==> src/rtl/div_32by16_seq_pkg.sv <==
// Shared constants and types for the sequential 2N/N restoring divider.
// Latency: none (package only).
// Backpressure: none (package only).
package div_pkg;

  localparam int DIV_N  = 16;
  localparam int DIV_DW = 2 * DIV_N;

  // Iteration counter width for a given quotient width.
  function automatic int cnt_w(input int n);
    return (n > 1) ? $clog2(n) : 1;
  endfunction

  localparam int DIV_CW = cnt_w(DIV_N);

  typedef enum logic [1:0] {
    IDLE = 2'd0,
    CALC = 2'd1,
    DONE = 2'd2
  } div_state_t;

endpackage

==> src/rtl/div_32by16_seq_if.sv <==
// Operand/result handshake bundle between the arithmetic unit and the divider.
// Latency: wires only.
// Backpressure: in_valid/in_ready on the operand side, out_valid/out_ready on the result side.
interface div_32by16_seq_if
  import div_pkg::*;
#(
  parameter int N = DIV_N
);

  logic             in_valid;
  logic             in_ready;
  logic [2*N-1:0]   dividend;
  logic [N-1:0]     divisor;
  logic             out_valid;
  logic             out_ready;
  logic [N-1:0]     quotient;
  logic [N-1:0]     remainder;
  logic             ovf;
  logic             dz;

  modport master (
    output in_valid, dividend, divisor, out_ready,
    input  in_ready, out_valid, quotient, remainder, ovf, dz
  );

  modport slave (
    input  in_valid, dividend, divisor, out_ready,
    output in_ready, out_valid, quotient, remainder, ovf, dz
  );

endinterface

==> src/rtl/div_32by16_seq_step.sv <==
// One restoring-division step: shift in a dividend bit, trial-subtract the divisor.
// Latency: combinational.
// Backpressure: none.
module div_step
  import div_pkg::*;
#(
  parameter int N = DIV_N
) (
  input  logic [N:0]   i_rem,
  input  logic         i_bit,
  input  logic [N-1:0] i_divisor,
  output logic [N:0]   o_rem,
  output logic         o_qbit
);

  logic [N+1:0] w_shift;
  logic [N+1:0] w_trial;

  // Partial remainder stays below the divisor, so i_rem[N] is zero and the
  // full-width shift equals {r[N-1:0], bit}; a clear sign bit means the subtract fits.
  always_comb begin
    w_shift = {i_rem, i_bit};
    w_trial = w_shift - {2'b00, i_divisor};
    o_qbit  = ~w_trial[N+1];
    o_rem   = o_qbit ? w_trial[N:0] : w_shift[N:0];
  end

endmodule

==> src/rtl/div_32by16_seq.sv <==
// Sequential restoring divider: 2N-bit unsigned dividend / N-bit divisor, one quotient bit per cycle.
// Latency: N+1 edges accept-to-result (2 on overflow/divide-by-zero); result held in DONE.
// Backpressure: accepts only in IDLE; result registers frozen until out_ready consumes them.
module div_32by16_seq
  import div_pkg::*;
#(
  parameter int N = DIV_N
) (
  input  logic             clk,
  input  logic             rst,
  div_32by16_seq_if.slave  bus
);

  localparam int CW = cnt_w(N);

  div_state_t     r_state;
  div_state_t     w_state_next;

  logic [N-1:0]   r_div;
  logic [N:0]     r_rem;
  logic [N-1:0]   r_sh;
  logic [CW-1:0]  r_cnt;
  logic           r_ovf_pend;
  logic           r_dz_pend;

  logic [N-1:0]   r_quot;
  logic [N-1:0]   r_remo;
  logic           r_ovf;
  logic           r_dz;

  logic [N:0]     w_rem_next;
  logic           w_qbit;
  logic           w_last;
  logic           w_ovf_in;

  assign w_last   = (r_cnt == CW'(N - 1));
  assign w_ovf_in = (bus.dividend[2*N-1:N] >= bus.divisor);

  div_step #(.N(N)) u_step (
    .i_rem     (r_rem),
    .i_bit     (r_sh[N-1]),
    .i_divisor (r_div),
    .o_rem     (w_rem_next),
    .o_qbit    (w_qbit)
  );

  // State register.
  always_ff @(posedge clk) begin
    if (!rst) r_state <= IDLE;
    else      r_state <= w_state_next;
  end

  // Next-state decode; an overflowing operation spends one cycle in CALC so
  // every result is loaded from the same place on the CALC->DONE edge.
  always_comb begin
    w_state_next = r_state;
    case (r_state)
      IDLE:    if (bus.in_valid) w_state_next = CALC;
      CALC:    if (r_ovf_pend || w_last) w_state_next = DONE;
      DONE:    if (bus.out_ready) w_state_next = IDLE;
      default: w_state_next = IDLE;
    endcase
  end

  // Operand capture, iteration and result registers.
  always_ff @(posedge clk) begin
    if (!rst) begin
      r_div      <= '0;
      r_rem      <= '0;
      r_sh       <= '0;
      r_cnt      <= '0;
      r_ovf_pend <= 1'b0;
      r_dz_pend  <= 1'b0;
      r_quot     <= '0;
      r_remo     <= '0;
      r_ovf      <= 1'b0;
      r_dz       <= 1'b0;
    end else begin
      case (r_state)
        IDLE: begin
          if (bus.in_valid) begin
            r_div      <= bus.divisor;
            r_rem      <= {1'b0, bus.dividend[2*N-1:N]};
            r_sh       <= bus.dividend[N-1:0];
            r_cnt      <= '0;
            r_ovf_pend <= w_ovf_in;
            r_dz_pend  <= (bus.divisor == '0);
          end
        end
        CALC: begin
          if (r_ovf_pend) begin
            r_quot <= '1;
            r_remo <= '0;
            r_ovf  <= 1'b1;
            r_dz   <= r_dz_pend;
          end else begin
            r_rem <= w_rem_next;
            r_sh  <= {r_sh[N-2:0], w_qbit};
            r_cnt <= r_cnt + CW'(1);
            if (w_last) begin
              r_quot <= {r_sh[N-2:0], w_qbit};
              r_remo <= w_rem_next[N-1:0];
              r_ovf  <= 1'b0;
              r_dz   <= 1'b0;
            end
          end
        end
        default: ;
      endcase
    end
  end

  assign bus.in_ready  = (r_state == IDLE);
  assign bus.out_valid = (r_state == DONE);
  assign bus.quotient  = r_quot;
  assign bus.remainder = r_remo;
  assign bus.ovf       = r_ovf;
  assign bus.dz        = r_dz;

endmodule
==> src/flat_wrapper.sv <==
// flat-port wrapper written by rule: the top's interface ports become plain ports
module div_32by16_seq_flat import div_pkg::*;
#(
  parameter int N = DIV_N
)
  (clk, rst, bus_in_valid, bus_dividend, bus_divisor, bus_out_ready, bus_in_ready, bus_out_valid, bus_quotient, bus_remainder, bus_ovf, bus_dz);
  div_32by16_seq_if #(.N(N)) bus_i ();
  input  logic clk;
  input  logic rst;
  input wire logic [$bits(bus_i.in_valid)-1:0] bus_in_valid;
  input wire logic [$bits(bus_i.dividend)-1:0] bus_dividend;
  input wire logic [$bits(bus_i.divisor)-1:0] bus_divisor;
  input wire logic [$bits(bus_i.out_ready)-1:0] bus_out_ready;
  output wire logic [$bits(bus_i.in_ready)-1:0] bus_in_ready;
  output wire logic [$bits(bus_i.out_valid)-1:0] bus_out_valid;
  output wire logic [$bits(bus_i.quotient)-1:0] bus_quotient;
  output wire logic [$bits(bus_i.remainder)-1:0] bus_remainder;
  output wire logic [$bits(bus_i.ovf)-1:0] bus_ovf;
  output wire logic [$bits(bus_i.dz)-1:0] bus_dz;
  assign bus_i.in_valid = bus_in_valid;
  assign bus_i.dividend = bus_dividend;
  assign bus_i.divisor = bus_divisor;
  assign bus_i.out_ready = bus_out_ready;
  assign bus_in_ready = bus_i.in_ready;
  assign bus_out_valid = bus_i.out_valid;
  assign bus_quotient = bus_i.quotient;
  assign bus_remainder = bus_i.remainder;
  assign bus_ovf = bus_i.ovf;
  assign bus_dz = bus_i.dz;
  div_32by16_seq #(.N(N)) u_core (.clk(clk), .rst(rst), .bus(bus_i));
endmodule
==> config.mk <==
export PLATFORM = sky130hd
export DESIGN_NAME = div_32by16_seq_flat
export DESIGN_NICKNAME = d
export VERILOG_FILES = /design/src/rtl/div_32by16_seq_pkg.sv /design/src/rtl/div_32by16_seq_if.sv /design/src/rtl/div_32by16_seq_step.sv /design/src/rtl/div_32by16_seq.sv /design/src/flat_wrapper.sv
export SDC_FILE = /design/constraint.sdc
export NUM_CORES = 1
export LEC_CHECK = 0
export CAP_MARGIN = 5
export CORE_ASPECT_RATIO = 1.4
export CORE_UTILIZATION = 55
export DETAILED_ROUTE_END_ITERATION = 12
export GPL_ROUTABILITY_DRIVEN = 0
export HOLD_SLACK_MARGIN = 0.03
export PLACE_DENSITY = 0.82
export SKIP_CTS_REPAIR_TIMING = 1
export SLEW_MARGIN = 0
export SYNTH_ARGS = -nofsm -noshare
export SYNTH_HDL_FRONTEND = slang
export SYNTH_HIERARCHICAL = 1
export SYNTH_SLANG_ARGS = --single-unit
==> constraint.sdc <==
create_clock -name clk -period 8.2 [get_ports clk]
set_input_delay 1.64 -clock clk [delete_from_list [all_inputs] [get_ports clk]]
set_output_delay 1.64 -clock clk [all_outputs]
set_load 0.05 [all_outputs]
After elaboration in Yosys (flattened, before gate mapping)
Index checks and enable logic that the tools add are counted.
Widths: inputs -> output; s select.
{"block": "word_totals", "wordCells": 52, "ff_bits": 91, "input_bits": 52, "out_inout_bits": 36}
{"block": "classes", "mux": 21, "eq_ne": 7, "reduce_logical": 9, "n_addsub": 2, "order_cmp": 1, "bitwise": 1}
{"cell": "$mux 16", "count": 6}
{"cell": "$mux 17", "count": 3}
{"cell": "$pmux 17 s2", "count": 1}
{"cell": "$pmux 16 s2", "count": 1}
{"cell": "$sub 18x16->18", "count": 1}
{"cell": "$ge 16x16->1", "count": 1}
{"cell": "$logic_not 16->1", "count": 1}
{"cell": "$mux 4", "count": 2}
{"cell": "$pmux 4 s2", "count": 1}
{"cell": "$mux 2", "count": 3}
{"cell": "$ne 2x2->1 const B", "count": 3}
{"cell": "$pmux 2 s3", "count": 1}
{"cell": "$reduce_and 3->1", "count": 2}
{"cell": "$add 4x1->4 const B", "count": 1}
{"cell": "$eq 4x4->1 const B", "count": 1}
{"cell": "$reduce_and 2->1", "count": 2}
{"cell": "$reduce_bool 2->1", "count": 2}
{"cell": "$mux 1", "count": 3}
{"cell": "$eq 2x1->1 const B", "count": 1}
{"cell": "$eq 2x2->1 const B", "count": 1}
{"cell": "$logic_not 2->1", "count": 1}
{"cell": "$ne 2x1->1 const B", "count": 1}
{"cell": "$logic_or 1x1->1", "count": 1}
{"cell": "$not 1->1", "count": 1}

Longest topological paths before layout
Gate-level depths: netlist of run 1.
{"block": "depth", "depth_word": 4, "mapped_depth": 13, "mapped_depth_nobuf": 13}

Hierarchy
The synthesis of run 1 kept the hierarchy.
{"module": "div_32by16_seq", "seq_area_each_um2": 1821.7, "area_each_um2": 4269.1, "cells_each": 511, "n_inst": 1}
{"module": "div_step", "seq_area_each_um2": 0.0, "area_each_um2": 1151.1, "cells_each": 148, "n_inst": 1}

Worst setup path after synthesis of run 1
No wires, ideal clock.
{"block": "synth_path", "path_kind": "in2reg", "start": "in bus_divisor[15]", "end": "reg u_core.r_ovf_pend", "slack_ps": 5147, "path_stages": 6, "required_time_ps": 8126, "n_path_buf": 0, "setup_ps": 74, "t_arrival_ps": 2979, "cell_sequence": "inv_1 -> ha_1 -> nand4_2 -> or3_1 -> or4_1 -> a31oi_1"}
{"block": "synth_between", "elab_chain_cells": 1}
{"element": "from (decl)", "line_no": "flat_wrapper.sv:12", "text": "input wire logic [$bits(bus_i.divisor)-1:0] bus_divisor;"}
{"element": "$ge 16x16->1", "line_no": "div_32by16_seq.sv:37", "text": "assign w_ovf_in = (bus.dividend[2*N-1:N] >= bus.divisor);"}
{"element": "to (signal assigned)", "line_no": "div_32by16_seq.sv:86", "text": "r_ovf_pend <= w_ovf_in;"}
{"element": "to (decl)", "line_no": "div_32by16_seq.sv:23", "text": "logic r_ovf_pend;"}
Every way passes these cells.
A chain may end at the register's enable or synchronous reset.

Worst setup path in the final report of run 1
{"block": "layout_path", "start": "reg u_core.r_state[1]", "end": "out bus_out_valid"}
{"block": "layout_between", "elab_chain_cells": 1}
{"element": "from (decl)", "line_no": "div_32by16_seq.sv:16", "text": "div_state_t r_state;"}
{"element": "from (signal assigned)", "line_no": "div_32by16_seq.sv:50", "text": "else r_state <= w_state_next;"}
{"element": "$eq 2x2->1", "line_no": "div_32by16_seq.sv:114", "text": "assign bus.out_valid = (r_state == DONE);"}
{"element": "to (decl)", "line_no": "flat_wrapper.sv:15", "text": "output wire logic [$bits(bus_i.out_valid)-1:0] bus_out_valid;"}
Every way passes these cells.

==> impl_results.md, run 1 <==
- Multi-input gate area: 3250 sq um
- Final period util: 43.8%
- Synth area leader: dfxtp_1
- Post-synth top area share: 33.6%
- Worst-path cell chain: nor2b_1 -> clkdlybuf4s50_1
- Status: finished clean
- CTS tree: built
- WP data arrival: 1950 ps
- Global-route usage over all layers: 29.1%
- Post-Synthesis Cell Area: 5420 sq um
- FF-to-FF End: u_core/bus.remainder[1]
- Crit path launch type: register
- Net Sw Power: 533 uW
- Sw frac: 35.9%
- Total negative slack: 0 ps
- Syn nets: 745
- GRT overflow: 0
- H-tree depth: 3
- Placed cell areas: 6300 sq um
- Clock Skew: 4.73 ps
- Initial antenna violation count: 0
- Commonest non-fill, non-tap cell in the layout: nand2_1
- Dpl hpwl: 10200 um
- Final ANT Viol Nets: 0
- Ys Warns: 6
- Seq pwr share: 33.9%
- Layout cells sized above 1: 7.98%
- RSZ-0062 raised after global routing: no
- Synth Instances: 659
- Io pins: 88
- Synth async-reset ratio: 0%
- Comb power frac: 39.6%
- Leak Pwr: 0.00265 uW
- Top Layer Used: met4
- Worst-path clk slew: 70 ps
- Sequential cell area fraction in the yosys report: 33.6%
- ANT cells: 0
- Die width: 85.9 um
- Hold-critical path depth: 2
- M1 WL: 5600 um
- Internal power: 953 uW
- P per Cell Area: 226 nW/um^2
- Vias: 5173
- Critical Path Start: u_core/r_state[1]
- Worst-Margin Slew: 1320 ps
- Finished Cell Area: 6580 sq um
- CTS Buf Count: 9
- Period minus WS final: 3590 ps
- Placed cells: 843
- Met2 routed WL: 7610 um
- Critical path class: register to output pin
- Peak VDD IR: 142 uV
- CP max FO: 7
- Final wirelength: 14600 um
- Critical path's slowest cell: clkdlybuf4s50_1
- WP data required: 6560 ps
- DR vias/cell: 6.02
- Routed WL per cell: 17.0 um
- Worst setup endpoint: bus_out_valid
- DRC Markers: 0
- Initial Util: 57.0%
- Primary FF master, synth: dfxtp_1
- Crit path largest cell delay: 850 ps
- Chip height: 119 um
- Clock power share: 26.4%
- Drt first pass iters: 5
- Pins Over Slew Limit: 0
- Min-delay worst type: register to register
- Synthesis-to-finish area growth: 21.5%
- DR iter-0 viols: 371
- Reg-to-reg slack, setup: 4870 ps
- Most frequent cells in the layout: nand2_1, dfxtp_1, clkdlybuf4s50_1
- Clk_lat worst skew: 340 ps
- Worst-case reg-to-reg path depth: 11
- Top post-synthesis cells by area: dfxtp_1, nand2_1, ha_1
- Layout Nets: 808
- Die Area: 10300 sq um
- Final number of hold-violating endpoints: 0
- Synthesized area per cell: 8.22 sq um
- Routed wl met3: 894 um
- Max Clock Freq: 0.278 GHz
- Core Region: 9510 sq um
- Pin count of the biggest net entering global routing: 92
- Endpoint class of the critical path: output pin
- Register area: 1820 sq um
- Post-synth EDFFs: 0
- PortBufs: 87
- Slew headroom: 11.9%
- Vias in the first global route: 5025
- Num rows: 42
- Post-synthesis register bit count: 91
- Clock buffer depth: 2
- Worst r2r src: u_core/r_div[12]
- Root Buffer: clkbuf_16
- Yosys cell types: 61
- Setup violators final: 0
- Max Cap Viol: 0
- Clk sinks: 91
- First-pass GRT wire length: 23600 um
- Fin cells: 859
- Fillers: 768
-- final cells by class --
class	instances	area share [%]
clock buffer	11	3.69
inverter	35	2.00
clock inverter	5	0.570
multi-input combinational	489	49.4
timing repair buffer	96	14.2
sequential	91	27.7
tap	132	2.51
-- worst max-delay path, delay by kind of cell, from the launching register on --
family                 cells  cell delay (ps)
AND/OR/NAND/NOR            1              240
flip-flops                 1              510
buffers and inverters      1              850
-- sequential cells by signal, indices dropped and copies added (netlist names) --
signal,cells
u_core/r_dz_pend,1
u_core/r_state,2
u_core/bus.quotient,16
u_core/bus.remainder,16
u_core/r_rem,17
u_core/r_sh,16
u_core/r_ovf_pend,1
u_core/r_div,16
u_core/r_cnt,4
u_core/bus.dz,1
u_core/bus.ovf,1
-- stage by stage --
| stage | util, % | power [uW] | hold slack [ps] | setup WS, ps |
|---|---|---|---|---|
| final | 69.2 | 1490 | 456 | 4610 |
| after CTS | 69.2 | 1470 | 457 | 4620 |
| after floorplan | - | 960 | 435 | 5150 |
| after detailed placement | 66.3 | 1080 | 449 | 4310 |
| after global routing | 69.2 | 1560 | 478 | 4490 |
| after global placement | 66.3 | 1070 | 445 | 4200 |
-- synth_stat cells (2+ instances only) --
library cell,n
mux2i_1,2
mux2_4,6
a22oi_1,17
o2111ai_1,2
nor3b_1,2
o21ai_0,19
xor2_1,7
nand3_1,41
o221a_2,6
o211ai_1,3
and3_1,2
a21o_1,16
nand2_1,132
buf_2,14
dfxtp_1,91
inv_1,35
nor2b_1,9
xnor2_1,10
nor2_1,14
nand2b_1,6
a211oi_1,2
a21boi_1,34
ha_1,33
nor3_1,4
o21ai_1,2
a31oi_1,3
buf_4,2
or4_1,3
o211a_1,18
clkbuf_1,23
buf_6,3
a21boi_0,13
nand4_1,6
a21oi_1,36
mux2_2,8
o22ai_1,10
-- power groups by stage --
stage	clock (uW)	combinational (uW)	sequential (uW)
2_1_floorplan	0	442	517
3_3_place_gp	0	557	511
3_5_place_dp	0	567	513
4_1_cts	396	575	504
5_1_grt	417	636	508
6_report	393	589	504
-- per-layer routing --
| layer | vias up | global-route usage [%] |
|---|---|---|
| met2 | 198 | 51.6 |
| met4 | 0 | 14.4 |
| met1 | 2474 | 32.7 |
| met3 | 45 | 5.68 |
| met5 | - | 0 |
| li1 | 2456 | - |
-- logic make-up after synthesis --
| kind of cell | Yosys count | synth area share (%) |
|---|---|---|
| buf+inv | 79 | 6.65 |
| fa+ha+maj | 34 | 7.99 |
| mux | 16 | 3.69 |
| flops | 91 | 33.6 |
| simple gates | 228 | 19.2 |
| compound gates | 193 | 25.6 |
| xor+xnor | 18 | 3.25 |
-- worst min-delay path by stage --
stage                     start               end  slack [ps]
4_1_cts        u_core/r_div[13]  u_core/r_div[13]         460
6_report       u_core/r_div[13]  u_core/r_div[13]         460
5_1_grt        u_core/r_div[14]  u_core/r_div[14]         480
3_3_place_gp   u_core/r_div[12]  u_core/r_div[12]         450
2_1_floorplan  u_core/r_div[12]  u_core/r_div[12]         440
3_5_place_dp   u_core/r_div[13]  u_core/r_div[13]         450
Power figures use the tool's default switching activity.
==> run 2: changes to the inputs <==
- CORE_UTILIZATION: 55 -> 54
- PLACE_DENSITY: 0.82 -> 0.81
- clock period: 8.2 -> 3.7 ns (I/O delays scaled with it)
==> run 2 against run 1 <==
Against the previous run:
- non-clock buffer count is 3 higher
- hold slack better by 1.9 ps
- clock power grew to 2.6 times the previous value
- setup slack worse by 4100 ps
- critical path type is now register to register
- sequential power is 120% higher
- power is 130% higher
- wire length is 2.1% higher
==> impl_results.md, run 2 (same netlist as run 1, synthesis figures left out) <==
- DRC Markers: 0
- Min-delay worst type: register to register
- Global-route usage over all layers: 29.5%
- Register area: 1820 sq um
- FF-to-FF End: u_core/r_rem[15]
- Fillers: 764
- Worst setup endpoint: u_core/r_rem[15]
- Fin cells: 862
- Status: finished clean
- Max Cap Viol: 0
- ANT cells: 0
- Critical path class: register to register
- Vias: 5118
- H-tree depth: 3
- RSZ-0062 raised after global routing: no
- Die width: 86.7 um
- Slew headroom: 36.6%
- Dpl hpwl: 10400 um
- Pins Over Slew Limit: 0
- Clock buffer depth: 2
- Final number of hold-violating endpoints: 0
- Finished Cell Area: 6650 sq um
- Peak VDD IR: 376 uV
- Io pins: 88
- Pin count of the biggest net entering global routing: 91
- Clk sinks: 91
- CP max FO: 10
- Placed cells: 846
- Most frequent cells in the layout: nand2_1, dfxtp_1, clkdlybuf4s50_1
- Reg-to-reg slack, setup: 500 ps
- First-pass GRT wire length: 24000 um
- DR vias/cell: 5.94
- Max Clock Freq: 0.313 GHz
- Vias in the first global route: 5046
- Final wirelength: 14900 um
- Multi-input gate area: 3250 sq um
- Die Area: 10400 sq um
- Period minus WS final: 3200 ps
- Worst-Margin Slew: 952 ps
- CTS tree: built
- Leak Pwr: 0.00270 uW
- GRT overflow: 0
- Drt first pass iters: 6
- Layout cells sized above 1: 8.49%
- Crit path launch type: register
- Post-layout util: 69.2%
- Clock Skew: 3.81 ps
- Layout Nets: 811
- WP data required: 3940 ps
- Num rows: 42
- CTS Buf Count: 9
- Initial Util: 56.4%
- Initial antenna violation count: 0
- Core Region: 9620 sq um
- WP data arrival: 3440 ps
- Final period util: 86.4%
- Worst-path clk slew: 60 ps
- P per Cell Area: 514 nW/um^2
- PortBufs: 87
- Largest Register: u_core/r_rem
- Chip height: 121 um
- Commonest non-fill, non-tap cell in the layout: nand2_1
- Final ANT Viol Nets: 0
- Synthesis-to-finish area growth: 22.7%
- Max FFs per register: 17
- Clk_lat worst skew: 340 ps
- Root Buffer: clkbuf_16
- DR iter-0 viols: 305
- Worst-case reg-to-reg path depth: 12
- Total negative slack: 0 ps
- Worst r2r src: u_core/r_div[14]
- Placed cell areas: 6330 sq um
- Setup violators final: 0
- Critical Path Start: u_core/r_div[14]
- Endpoint class of the critical path: register
- Routed WL per cell: 17.3 um
## run 2: worst min-delay path by stage
| stage | cells after the start | slack [ps] | to | startpoint |
|---|---|---|---|---|
| final | 2 | 460 | u_core/r_div[12] | u_core/r_div[12] |
| after global routing | 2 | 480 | u_core/r_div[12] | u_core/r_div[12] |
| after CTS | 2 | 460 | u_core/r_div[12] | u_core/r_div[12] |
| after detailed placement | 2 | 450 | u_core/r_div[12] | u_core/r_div[12] |
| after global placement | 2 | 450 | u_core/r_div[14] | u_core/r_div[14] |
| after floorplan | 2 | 440 | u_core/r_div[12] | u_core/r_div[12] |
## run 2: final cells by class
class,count,share of cell area (%)
Clock inverter,6,1.32
Clock buffer,10,3.59
Sequential cell,91,27.4
Inverter,35,1.97
Multi-Input combinational cell,489,48.9
Timing Repair Buffer,99,14.4
Tap cell,132,2.48
## run 2: per-layer routing
| metal | global-route usage, % | vias up | part of all wire [%] |
|---|---|---|---|
| met4 | 13.1 | 0 | 3.2 |
| met2 | 52.8 | 196 | 51 |
| met3 | 5.73 | 31 | 6.2 |
| met1 | 33.4 | 2439 | 40 |
| li1 | - | 2452 | - |
| met5 | 0 | - | 0 |
## run 2: critical path: stages (launching register included)
cell and delay, ps:
dfxtp_1 360, inv_1 70, ha_1 390, nand4_1 210, or4_1 480, a31oi_2 220, nor3_4 80, xnor2_4 360
buf_4 290, mux2_4 330, nand2_1 60, nand3_1 70, o211a_1 170
## run 2: power by group
part | internal, uW | switching (uW) | total, uW
Clock | 612 | 395 | 1010
Sequential | 1060 | 70.3 | 1130
Combinational | 588 | 702 | 1290
## run 2: per-stage QoR
stage / hold WS [ps] / power [uW] / worst slack, ps
after floorplan: 435 / 2130 / 1000
after detailed placement: 450 / 2390 / 585
final: 458 / 3420 / 502
after global placement: 446 / 2360 / 680
after CTS: 459 / 3400 / 557
after global routing: 482 / 3570 / 339
